<file path="src/rtl/line_draw_pkg.sv">
// rtl/line_draw_pkg.sv - shared coordinate, vertex and state types for the line command sequencer
package line_draw_pkg;

  localparam int COORD_W = 8;

  typedef logic [COORD_W-1:0] coord_t;

  typedef struct packed {
    logic   pen;
    coord_t x;
    coord_t y;
  } vertex_t;

  typedef enum logic [1:0] {
    S_IDLE  = 2'd0,
    S_GO    = 2'd1,
    S_START = 2'd2,
    S_DRAW  = 2'd3
  } seq_state_e;

endpackage

</file>
<file path="src/rtl/line_cmd_fifo.sv">
// rtl/line_cmd_fifo.sv - synchronous vertex FIFO; head is read straight from the storage registers
module line_cmd_fifo
  import line_draw_pkg::*;
#(
  parameter int DEPTH = 8,
  parameter int AW    = 3
) (
  input  logic          clk_i,
  input  logic          rst_i,
  input  logic          push_i,
  input  vertex_t       wdata_i,
  input  logic          pop_i,
  output vertex_t       rdata_o,
  output logic          full_o,
  output logic          empty_o,
  output logic [AW:0]   level_o
);

  localparam logic [AW:0] DEPTH_L = (AW+1)'(DEPTH);

  vertex_t         mem_q [DEPTH];
  logic [AW-1:0]   wr_ptr_q;
  logic [AW-1:0]   rd_ptr_q;
  logic [AW:0]     level_q;
  logic            do_push;
  logic            do_pop;

  assign full_o  = (level_q == DEPTH_L);
  assign empty_o = (level_q == '0);
  assign level_o = level_q;
  assign rdata_o = mem_q[rd_ptr_q];

  // A full FIFO refuses the push even when the same cycle also pops.
  assign do_push = push_i && !full_o;
  assign do_pop  = pop_i && !empty_o;

  always_ff @(posedge clk_i) begin
    if (do_push) begin
      mem_q[wr_ptr_q] <= wdata_i;
    end
  end

  always_ff @(posedge clk_i) begin
    if (rst_i) begin
      wr_ptr_q <= '0;
      rd_ptr_q <= '0;
      level_q  <= '0;
    end else begin
      if (do_push) begin
        wr_ptr_q <= wr_ptr_q + AW'(1);
      end
      if (do_pop) begin
        rd_ptr_q <= rd_ptr_q + AW'(1);
      end
      case ({do_push, do_pop})
        2'b10:   level_q <= level_q + (AW+1)'(1);
        2'b01:   level_q <= level_q - (AW+1)'(1);
        default: level_q <= level_q;
      endcase
    end
  end

endmodule

</file>
<file path="src/rtl/line_cmd_seq.sv">
// rtl/line_cmd_seq.sv - polyline sequencer feeding the line engine; LINE_SEQ_SKIP_DEGEN_EN turns
// pen-down vertices equal to the pen position into plain moves
module line_cmd_seq
  import line_draw_pkg::*;
#(
  parameter int DEPTH = 8,
  parameter int AW    = 3
) (
  input  logic               pclk_i,
  input  logic               rst_i,
  input  logic               cmd_valid_i,
  output logic               cmd_ready_o,
  input  logic [COORD_W-1:0] cmd_x_i,
  input  logic [COORD_W-1:0] cmd_y_i,
  input  logic               cmd_pen_i,
  output logic               go_o,
  input  logic               busy_i,
  output logic [COORD_W-1:0] stax_o,
  output logic [COORD_W-1:0] stay_o,
  output logic [COORD_W-1:0] endx_o,
  output logic [COORD_W-1:0] endy_o,
  output logic [AW:0]        level_o,
  output logic               idle_o
);

  seq_state_e  state_q;
  logic        go_q;
  coord_t      stax_q, stay_q, endx_q, endy_q;
  coord_t      pen_x_q, pen_y_q;
  vertex_t     head;
  vertex_t     cmd_in;
  logic        full, empty;
  logic        push, pop, skip;

  assign cmd_in      = '{pen: cmd_pen_i, x: cmd_x_i, y: cmd_y_i};
  assign cmd_ready_o = !full;
  assign push        = cmd_valid_i && !full;
  // The engine may still be finishing a line after a reset, so launches wait on busy even in S_IDLE.
  assign pop         = (state_q == S_IDLE) && !empty && !busy_i;

`ifdef LINE_SEQ_SKIP_DEGEN_EN
  assign skip = (head.x == pen_x_q) && (head.y == pen_y_q);
`else
  assign skip = 1'b0;
`endif

  line_cmd_fifo #(
    .DEPTH (DEPTH),
    .AW    (AW)
  ) u_fifo (
    .clk_i   (pclk_i),
    .rst_i   (rst_i),
    .push_i  (push),
    .wdata_i (cmd_in),
    .pop_i   (pop),
    .rdata_o (head),
    .full_o  (full),
    .empty_o (empty),
    .level_o (level_o)
  );

  always_ff @(posedge pclk_i) begin
    if (rst_i) begin
      state_q <= S_IDLE;
      go_q    <= 1'b0;
      stax_q  <= '0;
      stay_q  <= '0;
      endx_q  <= '0;
      endy_q  <= '0;
      pen_x_q <= '0;
      pen_y_q <= '0;
    end else begin
      case (state_q)
        S_IDLE: begin
          if (pop) begin
            pen_x_q <= head.x;
            pen_y_q <= head.y;
            if (head.pen && !skip) begin
              stax_q  <= pen_x_q;
              stay_q  <= pen_y_q;
              endx_q  <= head.x;
              endy_q  <= head.y;
              go_q    <= 1'b1;
              state_q <= S_GO;
            end
          end
        end
        S_GO: begin
          go_q    <= 1'b0;
          state_q <= S_START;
        end
        S_START: begin
          if (busy_i) begin
            state_q <= S_DRAW;
          end
        end
        S_DRAW: begin
          if (!busy_i) begin
            state_q <= S_IDLE;
          end
        end
        default: state_q <= S_IDLE;
      endcase
    end
  end

  assign go_o   = go_q;
  assign stax_o = stax_q;
  assign stay_o = stay_q;
  assign endx_o = endx_q;
  assign endy_o = endy_q;
  assign idle_o = empty && (state_q == S_IDLE) && !busy_i;

endmodule

</file>
<file path="config.mk">
export PLATFORM = sky130hd
export DESIGN_NAME = line_cmd_seq
export DESIGN_NICKNAME = d
export VERILOG_FILES = /design/src/rtl/line_draw_pkg.sv /design/src/rtl/line_cmd_fifo.sv /design/src/rtl/line_cmd_seq.sv
export SDC_FILE = /design/constraint.sdc
export NUM_CORES = 1
export LEC_CHECK = 0
export ABC_AREA = 1
export BUFFER_PORTS_ARGS = -buffer_cell sky130_fd_sc_hd__buf_4
export CORE_MARGIN = 2
export CORE_UTILIZATION = 30
export DETAILED_ROUTE_END_ITERATION = 8
export GPL_TIMING_DRIVEN = 0
export PLACE_DENSITY_LB_ADDON = 0.3
export SYNTH_ARGS = -nofsm -noshare
export SYNTH_HDL_FRONTEND = slang
export SYNTH_SLANG_ARGS = --single-unit
</file>
<file path="constraint.sdc">
create_clock -name pclk_i -period 3.1 [get_ports pclk_i]
set_input_delay 0.62 -clock pclk_i [delete_from_list [all_inputs] [get_ports pclk_i]]
set_output_delay 0.62 -clock pclk_i [all_outputs]
set_load 0.005 [all_outputs]
</file>
Word level (Yosys, flattened, before mapping)
Memory sizes are Yosys's and may differ from the RTL's. A register that Yosys moved wholly into a read port is not among the register bits. Cells that the tools add are included.

$add $sub $neg: 4. Multiply operators: 0. Div/mod/pow operators: 0. $lt $le $gt $ge: 0. Equality and inequality tests: 10. Shift-type cells: 0. Mux-type cells: 13. Bitwise operators: 0. Reduce and logical (&&, ||, !) cells: 18.

Operators by type and width (count): 2-bit 2-to-1 mux (4); 2-bit one-hot mux with 4 select lines (1); 4-bit one-hot mux with 2 select lines (1); 1-bit logical AND (7); 3-bit by 1-bit adder with 3-bit output, second input constant (2); 2-bit == test, second input constant (3); 3-bit 2-to-1 mux (2); 2-bit != test, second input constant (3); 3-bit AND reduction (2); 4-bit by 1-bit adder with 4-bit output, second input constant (1); 2-bit by 1-bit == test with 1-bit output, second input constant (2); 4-bit == test, second input constant (1); 4-bit zero test (1); 1-bit 2-to-1 mux (4); 4-bit AND reduction (1); 2-bit nonzero test (2); 4-bit by 1-bit subtractor with 4-bit output, second input constant (1); 1-bit zero test (3); 2-bit zero test (1); 2-bit by 1-bit != test with 1-bit output, second input constant (1); 1-bit one-hot mux with 2 select lines (1); 2-bit AND reduction (1).

Register bits after elaboration: 61. Latch bits: 0. Bits in writable memories: 136. Bits in read-only memories: 0. Bits of input ports: 21. Output and inout port bits: 39. Word-level logic and storage cells: 57. Memories: 1.

Memory list: u_fifo.mem_q (depth 8, width 17, rd ports 1, clocked after memory_dff 1, wr ports 1, RTL line line_cmd_fifo.sv:21) `vertex_t mem_q [DEPTH];`.

Longest topological paths before layout
Gate-level depths: netlist of run 1.

Depth in word-level cells: 7. Gate-level depth with buffers: 14. Mapped depth without buffers: 12.

By module
Synthesis of run 1 repeated with hierarchy kept, for this count alone.

Cell total of the unflattened synthesis: 729. Area total of the unflattened synthesis: 7937.6 µm².

Modules (own cells, without submodules): line_cmd_fifo (times used 1, cells each 478, area an instance 5948.2 µm², sequential area each 4344.2 µm²); line_cmd_seq (times used 1, cells each 251, area an instance 1989.4 µm², sequential area each 1021.0 µm²).

Worst setup path before layout of run 1
No wires, ideal clock.

Path type: register -> register. Start point: register state_q[0]. End point: register u_fifo.level_q[2], in the netlist u_fifo.level_o[2]. Setup time: 0.115 ns. Data arrival time: 2.356 ns. Required time: 2.985 ns. Path slack: 0.629 ns. Stages on the path, launching flop included: 14. Path buffers: 2. Clock period less this slack: 2.471 ns. Cells stage by stage: dfxtp_1 -> inv_1 -> ha_1 -> nand2_1 -> a31oi_2 -> buf_2 -> buf_2 -> ha_1 -> xor2_1 -> ha_1 -> a21oi_1 -> xnor2_1 -> o21ai_0 -> inv_1.

Cells in the longest elaborated chain, start to end: 6. Elaborated cells between the ends (all ways): 8. Those cells by class: eq/ne: 2; mux: 1; reduce/logical: 5.

Ends and longest elaborated chain: from (decl) (RTL line line_cmd_seq.sv:26) `seq_state_e state_q;`; from (signal assigned) (RTL line line_cmd_seq.sv:64) `state_q <= S_IDLE;`; from (signal assigned) (RTL line line_cmd_seq.sv:84) `state_q <= S_GO;`; from (signal assigned) (RTL line line_cmd_seq.sv:90) `state_q <= S_START;`; 2-bit zero test (*) (RTL line line_cmd_seq.sv:39) `assign pop = (state_q == S_IDLE) && !empty && !busy_i;`; 1-bit logical AND (*) (2 in a row) (RTL line line_cmd_seq.sv:39); 1-bit logical AND (*) (RTL line line_cmd_fifo.sv:35) `assign do_pop = pop_i && !empty_o;`; 2-bit by 1-bit == test with 1-bit output or 2-bit == test (tied branches) (RTL line line_cmd_fifo.sv:55) `case ({do_push, do_pop})`; 4-bit one-hot mux with 2 select lines or 2-bit nonzero test (tied branches); to (signal assigned) (RTL line line_cmd_fifo.sv:56) `2'b10: level_q <= level_q + (AW+1)'(1);`; to (signal assigned) (RTL line line_cmd_fifo.sv:57) `2'b01: level_q <= level_q - (AW+1)'(1);`; to (signal assigned) (RTL line line_cmd_fifo.sv:58) `default: level_q <= level_q;`; to (decl) (RTL line line_cmd_fifo.sv:24) `logic [AW:0] level_q;`.

Mark *: on every way between the ends. The rest lies on a longest branch, timed or not. A chain may end at the register's enable or synchronous reset.

Worst setup path after layout of run 1
Same ends and word-level chain as after synthesis.

==> run metrics, run 1 <==
Routability Congestion ~0.75; grt ovf 0; vias in the first global route around 5300; Slew Viols, Final 0; PwrDens 806 mW/mm²; final worst path period share 0.904; min Tclk post-route between 2000 and 3000 ps; Rows 59; CTS tree built; Die X 166 µm; max_cap viols 0; TritonCTS Buffers 17; Yosys cell types 29; Nets approximately 850; critical path startpoint category register; Area Overhead vs Synth 21.1%; # diodes 0; worst slew pin tran about 830 ps; Initial Util 0.304; post-detailed-routing wire length slightly below 20 mm; register area share after synthesis 0.680; vias per cell around 4.7; Resize count post-CTS 0; Setup CP Type reg -> reg; Req. time, crit path between 3000 and 4000 ps; H-tree depth 4; clk slew on worst S/H paths ~70 ps; final hold violation count 0; Syn Inst Count roughly 730; Non-Filler Instances roughly 1200; hold buffer count at cts 0; worst slack, placed between 100 and 150 ps; largest net degree at the start of global routing 18; CP endpoint kind register; clk sinks 200; setup violators final 0; Static Leak between 0.003 and 0.004 µW; initial antenna violation count 1; clock group share of total power 0.295; Clock Latency Late Sink 440 ps; multi-input logic area 0.00221 mm²; synthesized flop and latch total 200; Net Sw Frac 0.332; die area between 0.02 and 0.03 mm²; HP Class in -> reg; first-pass GRT wire length about 31 mm; Die Y ~170 µm; Placeable Area approximately 0.026 mm²; initial drt markers around 560; Power Internal just over 5000 µW; Switch Pwr approximately 2600 µW; fillers about 2600; Ys Warns 0; storage element area about 0.0054 mm²; share of layout cells above drive strength 1 0.159; Final Hold Slack roughly 420 ps; FMAX about 360 MHz; Post-Syn Nets roughly 760; Top Ports 60; Final ANT Viol Nets 0; Mapped Avg Cell Area between 10 and 15 µm²; Root Buffer clkbuf_16; First-pass DRT Iterations 5; final setup margin 296 ps; Routed wire per std cell roughly 17 µm; Slew HR 0.445; post-DP HPWL 13.4 mm; dpl cells ~1100; Mapped Area just under 0.008 mm²; clk_skew 8.85 ps; IO Port Bufs slightly below 60; CTS Buffer Depth 2; reg2reg setup slack a little under 300 ps; status finished clean; final routed DRC violation total 0; IR drop worst, VDD approximately 0.45 mV; RSZ-0062 raised after global routing no; Sequential Power Share 0.426; total power just under 8000 µW; postcts setup bufs 0; final setup TNS 0 ps; combinational share of power 0.279; Critical Path Fanout Max 11; DR vias roughly 5500; CP Data Arrival Time ~3100 ps; GR Util All Layers 0.145
[cell families after synthesis]
| kind of cell | after synthesis | synth area share |
|---|---|---|
| and+or+nand+nor | 261 | 0.131 |
| DFF | 200 | 0.680 |
| AOI/OAI and AO/OA | 172 | 0.113 |
| buffers and inverters | 75 | 0.0441 |
| adders and majority gates | 11 | 0.0174 |
| muxes | 9 | 0.0114 |
| xor gates and xnor gates | 3 | 0.00333 |
[path summary, 6_finish.rpt]
check | from | end | cells after the start
setup / recovery | state_q[0]$_SDFFE_PP0P_ | u_fifo.level_o[2]$_SDFFE_PP0P_ | 13
hold / removal | cmd_x_i[1] | u_fifo.mem_q[1][9]$_DFFE_PP_ | 1
setup reg to reg | state_q[0]$_SDFFE_PP0P_ | u_fifo.level_o[2]$_SDFFE_PP0P_ | 13
hold reg to reg | u_fifo.rd_ptr_q[2]$_SDFFE_PP0N_ | register | 1
[worst max-delay path: stages (launching register included)]
cell	delay, ps
dfxtp_1	360
inv_1	120
ha_1	240
nand2_1	130
a31oi_4	260
buf_2	260
clkbuf_4	260
ha_1	240
xor2_1	260
ha_1	200
a21oi_1	50
xnor2_1	130
o21ai_0	140
inv_1	50
[placed cells by master, fill, tap and decap left out]
| cell | netlist | final |
|---|---|---|
| a21o_1 | 1 | 1 |
| a21oi_1 | 51 | 51 |
| a31oi_1 | 9 | 9 |
| a31oi_4 | 0 | 1 |
| buf_1 | 1 | 1 |
| buf_16 | 0 | 5 |
| buf_2 | 13 | 12 |
| buf_4 | 5 | 63 |
| buf_6 | 4 | 4 |
| buf_8 | 0 | 3 |
| bufinv_16 | 0 | 3 |
| clkbuf_1 | 16 | 17 |
| clkbuf_16 | 0 | 17 |
| clkbuf_4 | 0 | 1 |
| clkinv_1 | 1 | 3 |
| clkinv_2 | 1 | 2 |
| clkinv_4 | 0 | 1 |
| clkinvlp_2 | 0 | 1 |
| clkinvlp_4 | 0 | 1 |
| dfxtp_1 | 64 | 64 |
| edfxtp_1 | 136 | 136 |
| ha_1 | 11 | 11 |
| inv_1 | 33 | 33 |
| inv_2 | 1 | 1 |
| inv_6 | 0 | 4 |
| inv_8 | 0 | 1 |
| mux2i_1 | 9 | 9 |
| nand2_1 | 128 | 128 |
| nand3_1 | 11 | 11 |
| nand3_2 | 2 | 2 |
| nand3_4 | 1 | 1 |
| nand4_1 | 4 | 4 |
| nor2_1 | 114 | 106 |
| nor2_2 | 0 | 8 |
| o21ai_0 | 85 | 85 |
| o21ai_1 | 14 | 14 |
| o22ai_1 | 11 | 11 |
| or2_2 | 1 | 1 |
| xnor2_1 | 1 | 1 |
| xor2_1 | 2 | 2 |
[area by class of cell]
class                      count  area share
multi-input combinational    456       0.231
inverter                      36      0.0143
clock buffer                  18      0.0449
buffer                        39      0.0224
sequential                   200       0.561
timing repair buffer          66      0.0646
clock inverter                14      0.0178
tap                          335      0.0438
[metrics by stage]
stage                     instance area (µm²)   util
after floorplan                          7900      -
after global placement                   8750  0.337
after detailed placement                 8950  0.345
after CTS                                9550  0.368
after global routing                     9560  0.368
final                                    9560  0.368
[flip-flops by register name, indices dropped and copies added (netlist names), named ones only]
register / count
endx_o: 8
endy_o: 8
go_o: 1
pen_x_q: 8
pen_y_q: 8
state_q: 2
stax_o: 8
stay_o: 8
u_fifo.level_o: 4
u_fifo.mem_q: 136
u_fifo.rd_ptr_q: 3
u_fifo.wr_ptr_q: 3
[power groups by stage]
stage               sequential (µW)  clock, µW  combinational [µW]
detailed placement             3340          0                2140
floorplan                      3300          0                1340
global placement               3340          0                2090
global route                   3310       2440                2410
CTS                            3280       2310                2150
finish                         3280       2280                2150
[cells in the mapped netlist]
library cell	number	area, µm²
edfxtp_1	136	4080
nand2_1	128	480
nor2_1	114	428
o21ai_0	85	425
dfxtp_1	64	1280
a21oi_1	51	255
inv_1	33	124
clkbuf_1	16	60.1
o21ai_1	14	70.1
buf_2	13	65.1
ha_1	11	138
nand3_1	11	55.1
o22ai_1	11	68.8
a31oi_1	9	56.3
mux2i_1	9	90.1
buf_4	5	37.5
buf_6	4	45.0
nand4_1	4	25.0
nand3_2	2	20.0
xor2_1	2	17.5
a21o_1	1	7.51
a31oi_2	1	12.5
buf_1	1	3.75
clkinv_1	1	3.75
clkinv_2	1	5.00
inv_2	1	3.75
nand3_4	1	17.5
or2_2	1	6.26
xnor2_1	1	8.76
[layer usage]
metal | part of all wire | wire, µm | GRT usage
met1 | 0.47 | 9350 | 0.197
met2 | 0.45 | 8980 | 0.231
met3 | 0.059 | 1160 | 0.0374
met4 | 0.015 | 299 | 0.0420
met5 | 0.00081 | 16 | 0
No activity file was read; power rests on OpenSTA's default activity.
==> run 2, diff against run 1 <==
ABC_AREA = 0   (was 1)
SLEW_MARGIN = 10   (was default)
==> run metrics, run 2 <==
CP endpoint kind register; final setup TNS 0 ps; status complete, but fails checks; postcts setup bufs 0; Final Hold Slack between 400 and 500 ps; CTS tree built; final routed DRC violation total 7; Req. time, crit path roughly 3500 ps; multi-input logic area about 0.0024 mm²; Area Overhead vs Synth 19.8%; Ys Warns 0; Nets 622; Post-synth EDFFs approximately 140; met2 GRT Util 0.234; die area about 0.028 mm²; most instantiated cells after synthesis edfxtp_1, dfxtp_1, mux4_2; Post-synth top flop edfxtp_1; min Tclk post-route 2860 ps; Largest register FFs 136; FMAX ~350 MHz; PwrDens 809 mW/mm²; IR drop worst, VDD ~0.41 mV; Slew HR 0.581; Sequential Power Share 0.439; CTS Buffer Depth 2; clk sinks 200; grt ovf 0; initial drt markers just over 300; Core Util, Final 0.367; Root Buffer clkbuf_16; Mapped Avg Cell Area roughly 16 µm²; critical path startpoint category register; setup violators final 0; hold-critical path endpoint u_fifo.mem_q[5][3]$_DFFE_PP_; Rows slightly below 60; Final ANT Viol Nets 0; Switch Pwr 2500 µW; Reg-to-Reg End u_fifo.level_o[2]$_SDFFE_PP0P_; RSZ-0062 raised after global routing no; TritonCTS Buffers 17; clk_skew a little over 9 ps; First-pass DRT Iterations 9; Clock Latency Late Sink 430 ps; largest net degree at the start of global routing 19; Post-Syn Nets 536; DR vias 4669; H-tree depth 4; IO Port Bufs just under 60; Static Leak 0.00317 µW; Critical Path Fanout Max 20; fillers approximately 2500; Worst path top cell family by delay simple AND/OR/NAND/NOR gates; vias in the first global route between 4000 and 5000; Setup CP Type reg -> reg; GR Util All Layers 0.133; Initial Util 0.306; final worst path period share 0.924; critical-path cell list inv_2, ha_4, nand2b_1, or2_4, buf_6, inv_2, buf_6, ha_2, xor2_1, ha_1, a21oi_1, xor2_1, or3_1, a21oi_1; total power a little under 8000 µW; storage element area 0.00537 mm²; Routability Congestion ~0.76; GR peak layer met2; synthesized flop and latch total 200; Top Ports 60; Largest Register u_fifo.mem_q; Die Y between 150 and 200 µm; Syn Inst Count ~500; combinational share of power 0.286; failing checks design-rule violations; register area share after synthesis 0.670; Net Sw Frac 0.322; area leader, netlist edfxtp_1; Mapped Area ~0.008 mm²; clock group share of total power 0.275; Worst Path Buf+Inv 4; Power Internal around 5300 µW; clk slew on worst S/H paths roughly 70 ps; CP peak stage delay about 370 ps; final hold violation count 0; ys async rst share 0; met1 global-route usage 0.162; Placeable Area ~0.026 mm²; vias per cell around 5; commonest non-fill, non-tap cell in the layout edfxtp_1; Synth top area share 0.510; Die X 167 µm; Routed wire per std cell a little under 20 µm; met3 usage 0.0329; Cells on Worst Hold Path 1; post-detailed-routing wire length between 15 and 20 mm; Worst Setup SP state_q[0]$_SDFFE_PP0P_; RR Startpoint state_q[0]$_SDFFE_PP0P_; Worst R2R Path Depth 14; # diodes 0; reg2reg setup slack between 200 and 250 ps; top-count cell post-synth edfxtp_1; commonest non-fill, non-tap cells in the layout edfxtp_1, buf_4, dfxtp_1, mux4_2, a211oi_1; Hold Path Origin cmd_y_i[3]; Slowest-stage cell, CP dfxtp_1; CP Data Arrival Time 3220 ps; HP Class in -> reg; share of layout cells above drive strength 1 0.310; Slew Viols, Final 0; max_cap viols 0; top post-synthesis cells by area edfxtp_1, dfxtp_1, mux4_2, mux2i_1, a211oi_1; initial antenna violation count 1; post-DP HPWL ~13 mm; Yosys cell types 44; first-pass GRT wire length 28.0 mm; worst slew pin tran around 630 ps
[run 2: per-layer routing]
metal | wire length [µm] | vias to the layer above
li1 | - | 2169
met4 | 221 | 2
met5 | 16 | -
met3 | 982 | 19
met2 | 9230 | 130
met1 | 7720 | 2349
[run 2: worst max path at each step]
stage / cells after the start / end
4_1_cts: 15 / u_fifo.level_o[2]$_SDFFE_PP0P_
6_report: 14 / u_fifo.level_o[2]$_SDFFE_PP0P_
3_3_place_gp: 5 / u_fifo.mem_q[0][3]$_DFFE_PP_
2_1_floorplan: 5 / u_fifo.mem_q[0][0]$_DFFE_PP_
3_5_place_dp: 14 / u_fifo.level_o[2]$_SDFFE_PP0P_
5_1_grt: 14 / u_fifo.level_o[2]$_SDFFE_PP0P_
[run 2: layout make-up]
class,instances,share of cell area
Clock buffer,17,0.0443
Buffer,39,0.0249
Multi-Input combinational cell,261,0.253
Timing Repair Buffer,68,0.0591
Clock inverter,15,0.0150
Sequential cell,200,0.559
Tap cell,335,0.0437
Inverter,3,0.00117
[run 2: repair_timing]
item                                    CTS  global route
gates resized for setup                   1             4
gates cloned                              0             0
hold buffers                              0             0
pin swaps                                 0             0
endpoints found under the setup margin    1             1
[run 2: cell families after synthesis]
| group | after synthesis | synth area share |
|---|---|---|
| DFF | 200 | 0.670 |
| AOI/OAI and AO/OA | 98 | 0.0869 |
| and+or+nand+nor | 86 | 0.0600 |
| muxes | 60 | 0.127 |
| buffers and inverters | 43 | 0.0327 |
| adders and majority gates | 11 | 0.0172 |
| xor gates and xnor gates | 6 | 0.00656 |
[run 2: stage by stage]
stage | std cells | area [µm²] | setup slack [ps]
after floorplan | 504 | 8010 | 197
after global placement | 897 | 8860 | -1140
after detailed placement | 907 | 9020 | -29.4
after CTS | 939 | 9590 | 38.7
after global routing | 938 | 9590 | 45.2
final | 938 | 9590 | 237
[run 2: power by group through the flow]
stage	clock network (µW)	logic [µW]	registers [µW]
detailed placement	0	2210	3460
global route	2290	2430	3440
floorplan	0	1480	3390
CTS	2180	2240	3400
finish	2130	2220	3400
global placement	0	2120	3440
[run 2: worst reg2reg max path, stage by stage, from the launching register on]
cell and delay (ps):
dfxtp_1 370, inv_2 120, ha_4 190, nand2b_1 110, or2_4 290, buf_6 150, inv_2 70, buf_6 210
ha_2 260, xor2_1 170, ha_1 160, a21oi_1 50, xor2_1 160, or3_1 320, a21oi_1 160
